<file path="src/rtl/dmem_arbiter.sv">
// dmem_arbiter: core/host arbiter for a shared single-port data RAM with host anti-starvation
module dmem_arbiter #(
   parameter int AW            = 10,
   parameter int HOST_MAX_WAIT = 4
) (
   input  logic          i_clk,
   input  logic          i_rst,
   input  logic [31:0]   i_cpu_daddr,
   input  logic [31:0]   i_cpu_ddata,
   input  logic          i_cpu_dwe,
   input  logic          i_cpu_dre,
   output logic [31:0]   o_cpu_rdata,
   output logic          o_cpu_hlt,
   input  logic          i_h_req,
   input  logic          i_h_we,
   input  logic [31:0]   i_h_addr,
   input  logic [31:0]   i_h_wdata,
   output logic          o_h_gnt,
   output logic          o_h_rvalid,
   output logic [31:0]   o_h_rdata,
   output logic [AW-1:0] o_ram_addr,
   output logic          o_ram_we,
   output logic [31:0]   o_ram_wdata,
   input  logic [31:0]   i_ram_rdata
);
   typedef enum logic {IDLE, RD_WAIT} state_t;
   typedef enum logic [1:0] {OWN_NONE, OWN_CPU, OWN_HOST} own_t;
   state_t        state;
   own_t          rd_own;
   logic [7:0]    wait_cnt;
   logic [AW-1:0] addr_q;
   logic [31:0]   wdata_q;
   logic          rd_wait, cpu_any, cpu_req, host_win, cpu_gnt, cpu_rd_gnt, wait_full;
   logic          unused_bits;
   assign unused_bits = ^{i_cpu_daddr[31:AW+2], i_cpu_daddr[1:0], i_h_addr[31:AW+2], i_h_addr[1:0]};
   always_comb begin
      rd_wait     = state == RD_WAIT;
      cpu_any     = i_cpu_dre | i_cpu_dwe;
      cpu_req     = cpu_any & ~rd_wait;
      wait_full   = wait_cnt == 8'(HOST_MAX_WAIT);
      host_win    = ~i_rst & i_h_req & (~cpu_req | wait_full);
      cpu_gnt     = ~i_rst & cpu_req & ~host_win;
      cpu_rd_gnt  = cpu_gnt & ~i_cpu_dwe;
      o_h_gnt     = host_win;
      o_ram_we    = host_win ? i_h_we : cpu_gnt & i_cpu_dwe;
      o_ram_addr  = host_win ? i_h_addr[AW+1:2] : cpu_gnt ? i_cpu_daddr[AW+1:2] : addr_q;
      o_ram_wdata = host_win ? i_h_wdata : cpu_gnt ? i_cpu_ddata : wdata_q;
      // a granted core write completes this cycle; anything else pending stalls until RD_WAIT
      o_cpu_hlt   = ~i_rst & cpu_any & ~(cpu_gnt & i_cpu_dwe) & ~rd_wait;
      o_cpu_rdata = (rd_wait & ~i_rst) ? i_ram_rdata : '0;
      o_h_rvalid  = (rd_own == OWN_HOST) & ~i_rst;
      o_h_rdata   = o_h_rvalid ? i_ram_rdata : '0;
   end
   always_ff @(posedge i_clk) begin
      if (i_rst) begin
         state    <= IDLE;
         rd_own   <= OWN_NONE;
         wait_cnt <= '0;
         addr_q   <= '0;
         wdata_q  <= '0;
      end else begin
         state    <= cpu_rd_gnt ? RD_WAIT : IDLE;
         rd_own   <= (host_win & ~i_h_we) ? OWN_HOST : cpu_rd_gnt ? OWN_CPU : OWN_NONE;
         wait_cnt <= (~i_h_req | host_win) ? 8'd0 : wait_full ? wait_cnt : wait_cnt + 8'd1;
         if (host_win | cpu_gnt) begin
            addr_q  <= o_ram_addr;
            wdata_q <= o_ram_wdata;
         end
      end
   end
endmodule

</file>
<file path="config.mk">
export PLATFORM = sky130hd
export DESIGN_NAME = dmem_arbiter
export DESIGN_NICKNAME = d
export VERILOG_FILES = /design/src/rtl/dmem_arbiter.sv
export SDC_FILE = /design/constraint.sdc
export NUM_CORES = 1
export LEC_CHECK = 0
export BUFFER_PORTS_ARGS = -buffer_cell sky130_fd_sc_hd__clkbuf_2
export CAP_MARGIN = 20
export CORE_AREA = 4 4 106 108
export CTS_CLUSTER_SIZE = 8
export DETAILED_ROUTE_END_ITERATION = 10
export DIE_AREA = 0 0 110 112
export PLACE_DENSITY = 0.68
export SLEW_MARGIN = 10
export SYNTH_ARGS = -nofsm -noshare
export SYNTH_HDL_FRONTEND = slang
export SYNTH_SLANG_ARGS = --single-unit
</file>
<file path="constraint.sdc">
create_clock -name i_clk -period 1.72 [get_ports i_clk]
set_clock_uncertainty 0.1 [all_clocks]
set_input_delay 0.172 -clock i_clk [delete_from_list [all_inputs] [get_ports i_clk]]
set_output_delay 0.172 -clock i_clk [all_outputs]
set_load 0.005 [all_outputs]
</file>
== Yosys cells after proc, flatten, opt, wreduce, memory -nomap -nowiden ==
Cells that the tools add are included.
W data, S select, Z words.
Word-level totals
  bits in registers: 53
  input bits: 166
  output and inout port bits: 110
  logic and storage cells: 46
Operators by class
  add/subtract/negate cells: 1
  eq/ne operators: 2
  muxes and demuxes: 10
  bitwise gates (word level): 25
  reduce and logical (&&, ||, !) cells: 2
Operator list (count)
  $mux W32: 4
  $mux W10: 2
  $and A1 B1 Y1: 13
  $add A8 B1 Y8 const B: 1
  $eq A8 B3 Y1 const B: 1
  $not A1 Y1: 8
  $or A1 B1 Y1: 4
  $reduce_or A2 Y1: 2
  $mux W1: 3
  $eq A2 B2 Y1 const B: 1
  $mux W2: 1

== Longest topological paths before layout ==
Gate-level depths: netlist of the first run.
  depth in word-level cells: 11
  gate-level depth with buffers: 8
  mapped depth without buffers: 5

== Worst setup path after synthesis of the first run ==
OpenSTA, ideal clock, no wires.
  kind: reg2out
  from: register wait_cnt[3]
  to: output o_ram_addr[8]
  arrival time: 1.597 ns
  data required time: 1.448 ns
  slack: -0.149 ns
  stages on the path, launching flop included: 8
  path buffers: 3
  cells stage by stage: dfxtp_1 nor4b_4 nand4_1 and2_1 buf_6 buf_6 buf_6 a221o_1
Between the ends
  longest elaborated chain between the ends: 7
RTL lines
  start, declared: RTL line 30  | logic [7:0] wait_cnt;
  start signal, assigned: RTL line 64  | wait_cnt <= (~i_h_req | host_win) ? 8'd0 : wait_full ? wait_cnt : wait_cnt + 8'd1;
  $eq A8 B3 Y1 *: RTL line 40  | wait_full = wait_cnt == 8'(HOST_MAX_WAIT);
  $or A1 B1 Y1 *: RTL line 41  | host_win = ~i_rst & i_h_req & (~cpu_req | wait_full);
  $and A1 B1 Y1 *: RTL line 41
  $not A1 Y1: RTL line 42  | cpu_gnt = ~i_rst & cpu_req & ~host_win;
  $and A1 B1 Y1: RTL line 42
  $mux W10: RTL line 46  | o_ram_addr = host_win ? i_h_addr[AW+1:2] : cpu_gnt ? i_cpu_daddr[AW+1:2] : addr_q;
  $mux W10 *: RTL line 46
  end, declared: RTL line 21  | output logic [AW-1:0] o_ram_addr,
Mark *: on every way between the ends. The rest lies on a longest branch, timed or not.

== Worst setup path after layout of the first run ==
  from: register wait_cnt[1]
  to: output o_ram_addr[0]
Same word-level chain as after synthesis.

==> out/qor.yml, run 1 <==
grt_pass1_vias: 3818
cellPowerDensity_nw_per_um2: 562
crit_arrival_ns: 2.01
slew_viol_final: 0
cts_tree: "yes"
drt_iter0_markers: 198
initial_core_util_pct: 29.6
slew_headroom_pct: 57.1
power_leakage_nw: 2.79
setup_viol: 91
status: "finished, violations left"
hold_violations: 0
final_common_cell: "clkbuf_2"
async_reset_ff_share_pct: 0
hold_start: "i_cpu_daddr[5]"
die_h_um: 112
grt-ovfl-total: 0
core_area_um2: 10200
ios: 276
worst_setup_path_start_kind: "flop"
design.die.area_um2: 12300
cp.required_ns: 1.45
diodes: 0
root_buffer: "clkbuf_8"
syn_avg_cell_area_um2: 9.39
tightest_slew_ns: 0.642
layout.nets: 773
drive_gt1_share_pct: 59.1
setup.worst_path.start: "wait_cnt[1]"
yosys.area.top_type: "dfxtp_1"
power_mw: 3.17
max_cap_viol_count: 0
ys_warn_count: 0
clock_latency_ns: 0.31
ant_nets: 0
period_needed_ns: 2.28
rsz0062_at_grt: "true"
r2r-start: "wait_cnt[6]"
synth_edf_count: 0
ys_seq_area_share_pct: 35.0
dpl.hpwl_um: 8240
antenna_found_initial: 0
gp_congestion: 0.779
die_x_um: 110
crit_path_end_kind: "primary output"
yosysTopAreaCellShare_pct: 35.0
grt_max_degree: 44
wl_um: 12900
hold_path.class: "in -> reg"
tns_ns: -30.76
fmax_mhz: 439
grt_pass1_wl_um: 18600
drc: 0
rows: 37
critical_path_class: "reg -> out"
vdd_drop_max_v: 0.000360
ys_ff_latch: 53
critPathMaxFanout: 28
via_per_inst: 5.27
cts_buffers: 5
ys_types: 22
synth_top_flop_cell: "dfxtp_1"
netlist_area_um2: 3030
period_share_pct: 132
area_delta_synth_final_pct: 85.9
r2r_slack_ns: -0.25
violations: "setup timing"
layout_common_cells: "clkbuf_2, a221o_1, dfxtp_1"
path_clk_slew_ns: 0.11
finalWorstSetupSlack_ns: -0.557
grt_util_all_layers_pct: 18.8
synthTopCellsByArea: "dfxtp_1, a221o_1, and2_1"
cts_sinks: 53
vias: 3907
syn_nets: 491
syn_inst: 323
portBuffers: 231
clockBufferDepth: 2
post_drt_wl_per_cell_um: 17.4
htreeDepth: 2
fillers: 907
drtPass1Iterations: 4
per-layer routing:
layer / vias up / wire (um) / track usage, %
li1: 1838 / - / -
met1: 1857 / 5270 / 22.9
met2: 186 / 6370 / 32.1
met3: 26 / 974 / 3.77
met4: 0 / 310 / 7.23
met5: - / 0 / 0
registers in the layout (all words and copies together), names as in the netlist:
| register | cells |
|---|---|
| addr_q | 10 |
| rd_own | 2 |
| rd_wait | 1 |
| wait_cnt | 8 |
| wdata_q | 32 |
repair_timing:
item / 4_1_cts / 5_1_grt
buffers inserted: 10 / 3
setup endpoints to repair: 89 / 110
gates cloned: 6 / 5
hold buffers: 31 / 0
hold endpoints to repair: 31 / 0
pin swaps: 28 / 12
gates resized for setup: 30 / 66
layout make-up:
class                   count  area [um2]  area share (%)
multi-input cells         235        2110            37.4
repair buffers            307        2190            38.9
flip-flops and latches     53        1070            18.9
clock buffers               6        72.6            1.29
inverters                   3        11.3           0.200
clock inverters             2        13.8           0.244
well taps                 136         170            3.02
critical path, cell delays in order, from the launching register on:
cell	delay [ns]
dfxtp_2	0.35
inv_2	0.04
ha_4	0.15
a311o_2	0.37
buf_12	0.19
and3_1	0.19
a221o_1	0.27
clkbuf_2	0.12
Yosys cell counts, types with 2 or more instances:
library cell,number
buf_6,5
nand3_1,7
and2_1,66
nor2_1,11
clkbuf_1,24
ha_1,2
nor2b_1,5
dfxtp_1,53
a221o_1,84
nor3_1,2
xor2_1,5
inv_1,3
and3_1,44
buf_2,4
cell families after synthesis:
logic type | share of synthesized area, %
buf+inv | 5.86
compound gates | 28.8
fa+ha+maj | 0.825
flops | 35.0
simple gates | 27.8
xor+xnor | 1.73
where the power goes:
group          internal, mW  switching (mW)
Clock                 0.292           0.452
Sequential             1.32          0.0511
Combinational         0.612           0.444
Total                  2.22           0.947
final timing paths:
| path | to | cells past startpoint |
|---|---|---|
| hold / removal | addr_q[3] | 2 |
| hold reg to reg | wdata_q[28] | 1 |
| setup reg to reg | wdata_q[30] | 6 |
| setup / recovery | o_ram_addr[0] | 7 |
metrics by stage:
| step | std cells | hold WS [ns] | cell area, um2 | setup WS [ns] | utilization [%] |
|---|---|---|---|---|---|
| 3_3_place_gp | 687 | 0.261 | 4660 | -0.439 | 45.6 |
| 3_5_place_dp | 687 | 0.269 | 4660 | -0.432 | 45.6 |
| 5_1_grt | 742 | 0.00992 | 5640 | -0.649 | 55.1 |
| 4_1_cts | 740 | 0.000410 | 5360 | -0.573 | 52.4 |
| 2_1_floorplan | 323 | 0.144 | 3200 | -0.121 | - |
| 6_report | 742 | 0.00854 | 5640 | -0.557 | 55.1 |
Power figures use the tool's default switching activity.
==> run 2, diff against run 1 <==
--- a/config.mk
+++ b/config.mk
@@ -11,7 +11,9 @@
 export CTS_CLUSTER_SIZE = 8
 export DETAILED_ROUTE_END_ITERATION = 10
 export DIE_AREA = 0 0 110 112
+export HOLD_SLACK_MARGIN = 0.03
 export PLACE_DENSITY = 0.68
+export RECOVER_POWER = 50
 export SLEW_MARGIN = 10
 export SYNTH_ARGS = -nofsm -noshare
 export SYNTH_HDL_FRONTEND = slang
==> run 2 against run 1 <==
The flow still finishes with violations (setup timing). Sequential power hardly changed. Die area stayed put. First-iteration DRC count is 1.0% higher. Design area is 1.7% higher. Flip-flop and latch count stayed put. Global-route usage is 0.20 points higher. Register-to-register slack hardly changed. Via count is 2.0% higher. Core utilization is 0.95 points higher. Fmax hardly changed.
==> out/qor.yml, run 2 (synthesis results as in run 1) <==
place_ws_ns: -0.432  # unchanged
slew_headroom_pct: 57.7  # +0.54 points
crit_path_end_kind: "primary output"
r2r_slack_ns: -0.25  # about the same
portBuffers: 231  # unchanged
rsz0062_at_grt: "true"
ant_nets: 0  # unchanged
tightest_slew_ns: 0.634  # -0.00813 ns
path_clk_slew_ns: 0.10  # about the same
diodes: 0  # unchanged
grt_pass1_vias: 3863  # +1.2%
critPathMaxFanout: 28  # unchanged
hold_start: "i_cpu_daddr[6]"
rows: 37  # unchanged
crit_arrival_ns: 2.00  # about the same
cellPowerDensity_nw_per_um2: 556  # -1.2%
max_cap_viol_count: 0  # unchanged
worst_setup_path_start_kind: "flop"
cts_tree: "yes"
power_leakage_nw: 2.83  # +1.5%
area_delta_synth_final_pct: 89.1
die_x_um: 110  # unchanged
status: "finished, violations left"
largest-register: "wdata_q"
vias: 3985  # +2.0%
core_area_um2: 10200  # unchanged
worst_hold_path.endpoint: "addr_q[4]"
cts_sinks: 53  # unchanged
finalWorstSetupSlack_ns: -0.556  # +0.00105 ns
grt_util_all_layers_pct: 19.0  # +0.20 points
period_share_pct: 132  # about the same
clock_latency_ns: 0.31  # about the same
hold_violations: 0  # unchanged
wl_um: 13000  # +0.83%
cts_buffers: 5  # unchanged
r2r_cells: 6  # unchanged
htreeDepth: 2  # unchanged
grt_pass1_wl_um: 18800  # +0.93%
drive_gt1_share_pct: 58.0  # -1.1 points
period_needed_ns: 2.28  # -0.00105 ns
cp.required_ns: 1.45  # about the same
violations: "setup timing"
multiInputGateArea_um2: 2110  # unchanged
reg_top3: "wdata_q x32, addr_q x10, wait_cnt x8"
antenna_found_initial: 0  # unchanged
via_per_inst: 5.29  # +0.51%
tns_ns: -30.69  # +0.0674 ns
grt_max_degree: 44  # unchanged
hold_path.class: "in -> reg"
post_drt_wl_per_cell_um: 17.3  # -0.64%
layout_common_cells: "clkbuf_2, a221o_1, dfxtp_1"
dpl.hpwl_um: 8240  # unchanged
vdd_drop_max_v: 0.000359  # -0.13%
ios: 276  # unchanged
root_buffer: "clkbuf_8"
fin_util_pct: 56.0  # +0.95 points
hold_path_depth: 2  # unchanged
largest_reg_flops: 32  # unchanged
drc: 0  # unchanged
design.die.area_um2: 12300  # unchanged
final_common_cell: "clkbuf_2"
drt_iter0_markers: 200  # +1.0%
area.sequential_um2: 1070  # unchanged
critical_path_class: "reg -> out"
slew_viol_final: 0  # unchanged
initial_core_util_pct: 29.6  # unchanged
drtPass1Iterations: 4  # unchanged
clockBufferDepth: 2  # unchanged
worstReg2RegEnd: "wdata_q[30]"
gp_congestion: 0.779  # unchanged
fillers: 893  # -1.5%
setup_viol: 90  # -1.1%
fmax_mhz: 439  # about the same
layout.nets: 784  # +1.4%
r2r-start: "wait_cnt[6]"
die_h_um: 112  # unchanged
grt-ovfl-total: 0  # unchanged
run 2: cell count changes in the layout (fill, tap and decap cells not counted), sizes merged:
| cell | change |
|---|---|
| buf | -1 |
| dlygate4sd3 | +11 |
| clkbuf | +1 |
run 2: how the worst max path moves through the flow:
stage / endpoint / depth (start not counted) / start
finish: o_ram_addr[0] / 7 / wait_cnt[1]
global route: o_ram_addr[0] / 6 / wait_cnt[6]
CTS: o_ram_wdata[21] / 6 / wait_cnt[5]
detailed placement: o_ram_addr[6] / 7 / i_cpu_dre
global placement: o_ram_addr[6] / 7 / i_cpu_dre
floorplan: o_ram_addr[8] / 7 / wait_cnt[6]
run 2: report_power, final:
part	total, mW	switching, mW	leakage, nW	internal (mW)
clock network	0.744	0.452	0.0456	0.292
registers	1.37	0.0511	0.440	1.32
logic	1.07	0.446	2.34	0.627
run 2: cell type report:
class                   count  share of cell area (%)
inverters                   3                   0.196
well taps                 136                    2.97
flip-flops and latches     53                    18.6
clock inverters             2                   0.240
multi-input cells         235                    36.7
clock buffers               6                    1.27
repair buffers            318                    40.0
run 2: critical path: stages, from the launching register on:
cell      delay [ns]
dfxtp_2         0.35
inv_2           0.04
ha_4            0.15
a311o_2         0.37
buf_12          0.19
and3_1          0.19
a221o_1         0.27
clkbuf_2        0.12
run 2: metal layers:
layer,vias to the layer above,track usage (%),wire length (um)
met5,-,0,0
met4,0,7.90,332
met3,24,3.65,984
met2,199,32.3,6420
met1,1902,23.0,5290
li1,1860,-,-
run 2: timing repair:
action                                  in CTS  in global routing
cloned                                       6                  5
endpoints found under the setup margin      89                110
resized for setup                           30                 66
hold buffers                                42                  0
endpoints found under the hold margin       42                  0
buffers inserted                            10                  3
pin swaps                                   28                 12
run 2: metrics by stage:
stage          hold WS, ns  area (um2)  power [mW]  cells
2_1_floorplan        0.144        3200        1.80    323
3_3_place_gp         0.261        4660        2.20    687
3_5_place_dp         0.269        4660        2.22    687
4_1_cts             0.0349        5470        3.15    751
5_1_grt             0.0371        5730        3.36    753
6_report            0.0340        5730        3.19    753
==> run 3, diff against run 2 <==
--- a/config.mk
+++ b/config.mk
@@ -7,12 +7,13 @@
 export LEC_CHECK = 0
 export BUFFER_PORTS_ARGS = -buffer_cell sky130_fd_sc_hd__clkbuf_2
 export CAP_MARGIN = 20
-export CORE_AREA = 4 4 106 108
+export CORE_AREA = 4 4 104 106
+export CTS_BUF_LIST = sky130_fd_sc_hd__clkbuf_8
 export CTS_CLUSTER_SIZE = 8
 export DETAILED_ROUTE_END_ITERATION = 10
-export DIE_AREA = 0 0 110 112
+export DIE_AREA = 0 0 108 110
 export HOLD_SLACK_MARGIN = 0.03
-export PLACE_DENSITY = 0.68
+export PLACE_DENSITY = 0.71
 export RECOVER_POWER = 50
 export SLEW_MARGIN = 10
 export SYNTH_ARGS = -nofsm -noshare
==> run 3 against run 2 <==
The flow still finishes with violations (setup timing). Sequential share of layout area is 0.59 points higher. Die area is 3.6% lower. Design area is 3.2% lower. Clock power is 6.0% higher. Critical path type unchanged. Critical endpoint is now o_ram_wdata[8]. Largest cell class unchanged.
==> out/qor.yml, run 3 (synthesis results as in run 1) <==
drtPass1Iterations: 4  # unchanged
cts_buffers: 5  # unchanged
holdWs_ns: 0.0501  # +0.0160 ns
portBuffers: 231  # unchanged
crit_arrival_ns: 2.03  # +0.03 ns
grt_util_all_layers_pct: 20.6  # +1.6 points
core_area_um2: 9770  # -4.5%
max_stage_delay_ns: 0.36  # about the same
cp_num_cells: 8  # +1
grt-ovfl-total: 0  # unchanged
reg_top3: "wdata_q x32, addr_q x10, wait_cnt x8"
rsz0062_at_grt: "true"
fmax_mhz: 435  # -1.1%
htreeDepth: 2  # unchanged
cts_sinks: 53  # unchanged
critical_path_class: "reg -> out"
via_per_inst: 5.26  # -0.56%
diodes: 0  # unchanged
cp.required_ns: 1.45  # about the same
slew_viol_final: 0  # unchanged
fin_util_pct: 56.8  # +0.76 points
critPathMaxFanout: 8  # -71%
dpl.hpwl_um: 8330  # +1.0%
crit_path_end_kind: "primary output"
root_buffer: "clkbuf_8"
grt_max_degree: 44  # unchanged
largest-register: "wdata_q"
slew_headroom_pct: 58.9  # +1.2 points
layout_common_cells: "clkbuf_2, a221o_1, and2_1"
vdd_drop_max_v: 0.000347  # -3.5%
max_cap_viol_count: 0  # unchanged
critPathTopFamily: "compound AO/OA/AOI/OAI gates"
worst_setup_path_start_kind: "flop"
tightest_slew_ns: 0.615  # -0.0184 ns
grt_pass1_wl_um: 19400  # +3.6%
period_share_pct: 134  # +1.5 points
ant_nets: 0  # unchanged
cellPowerDensity_nw_per_um2: 576  # +3.6%
setup_viol: 113  # +26%
antenna_found_initial: 0  # unchanged
layout.nets: 781  # -0.38%
rows: 36  # -2.7%
path_clk_slew_ns: 0.11  # about the same
r2r_cells: 7  # +1
gp_congestion: 0.797  # +2.3%
violations: "setup timing"
die_h_um: 110  # -1.8%
initial_core_util_pct: 31.0  # +1.4 points
finalWorstSetupSlack_ns: -0.581  # -0.0254 ns
design.die.area_um2: 11900  # -3.6%
drt_iter0_markers: 243  # +22%
cts_tree: "yes"
grt_pass1_vias: 3836  # -0.70%
clockBufferDepth: 2  # unchanged
critPathSlowestCell: "dfxtp_2"
hold_violations: 0  # unchanged
post_drt_wl_per_cell_um: 17.8  # +3.1%
worstPathCellList: "inv_2, ha_4, a311o_1, buf_6, buf_12, and3_4, a221o_1, clkbuf_2"
wl_um: 13300  # +2.3%
ios: 276  # unchanged
die_x_um: 108  # -1.8%
largest_reg_flops: 32  # unchanged
hold_path.class: "in -> reg"
drive_gt1_share_pct: 55.7  # -2.3 points
final_common_cell: "clkbuf_2"
placedCellCount: 683  # -0.58%
fin_cells: 747  # -0.80%
period_needed_ns: 2.30  # +0.0254 ns
status: "finished, violations left"
clock_latency_ns: 0.32  # about the same
vias: 3931  # -1.4%
drc: 0  # unchanged
area_delta_synth_final_pct: 83.1
hold_path_depth: 3  # +1
power_leakage_nw: 2.74  # -3.3%
path_buf_inv: 4  # +1
[run 3: path summary, 6_finish.rpt]
| kind | endpoint | from | slack (ns) |
|---|---|---|---|
| min | rd_wait | i_cpu_dwe | 0.05 |
| max reg2reg | wdata_q[30] | wait_cnt[5] | -0.29 |
| min reg2reg | wdata_q[25] | wdata_q[25] | 0.40 |
| max | o_ram_wdata[8] | wait_cnt[0] | -0.58 |
[run 3: repair_timing]
action / 4_1_cts / 5_1_grt
setup buffers: 8 / 3
gates resized for setup: 33 / 42
hold endpoints to repair: 42 / 0
cloned: 6 / 3
hold buffers: 42 / 0
setup endpoints to repair: 103 / 120
pin swaps: 18 / 10
[run 3: layout make-up]
class | count | area (um2)
multi-input combinational | 235 | 2060
timing repair buffer | 315 | 2150
clock inverter | 2 | 16.3
clock buffer | 6 | 82.6
tap | 133 | 166
fill | 869 | 4220
inverter | 3 | 11.3
sequential | 53 | 1070
[run 3: power by group]
part	total (mW)	switching (mW)	leakage (nW)	internal, mW
clock	0.789	0.456	0.0478	0.333
combinational	1.04	0.447	2.25	0.593
sequential	1.37	0.0503	0.440	1.32
[run 3: through the flow]
stage	instance area, um2	setup TNS (ns)	power [mW]	setup WS (ns)
after floorplan	3200	-5.49	1.80	-0.121
after global placement	4630	-15.58	2.18	-0.302
after detailed placement	4630	-18.70	2.20	-0.346
after CTS	5450	-34.56	3.19	-0.564
after global routing	5550	-42.08	3.34	-0.642
final	5550	-32.25	3.20	-0.581
[run 3: routing by layer]
layer / vias to the layer above / wire [um] / global-route usage, %
li1: 1851 / - / -
met1: 1873 / 5250 / 25.0
met2: 192 / 6850 / 38.0
met3: 15 / 1060 / 3.84
met4: 0 / 171 / 4.60
met5: - / 0 / 0
[run 3: worst reg2reg max path: stages, from the launching register on]
cell and delay [ns]:
dfxtp_2 0.35, nor4b_4 0.33, nand4_1 0.16, and2_4 0.20
buf_6 0.12, buf_12 0.13, clkbuf_16 0.17, a221o_1 0.35
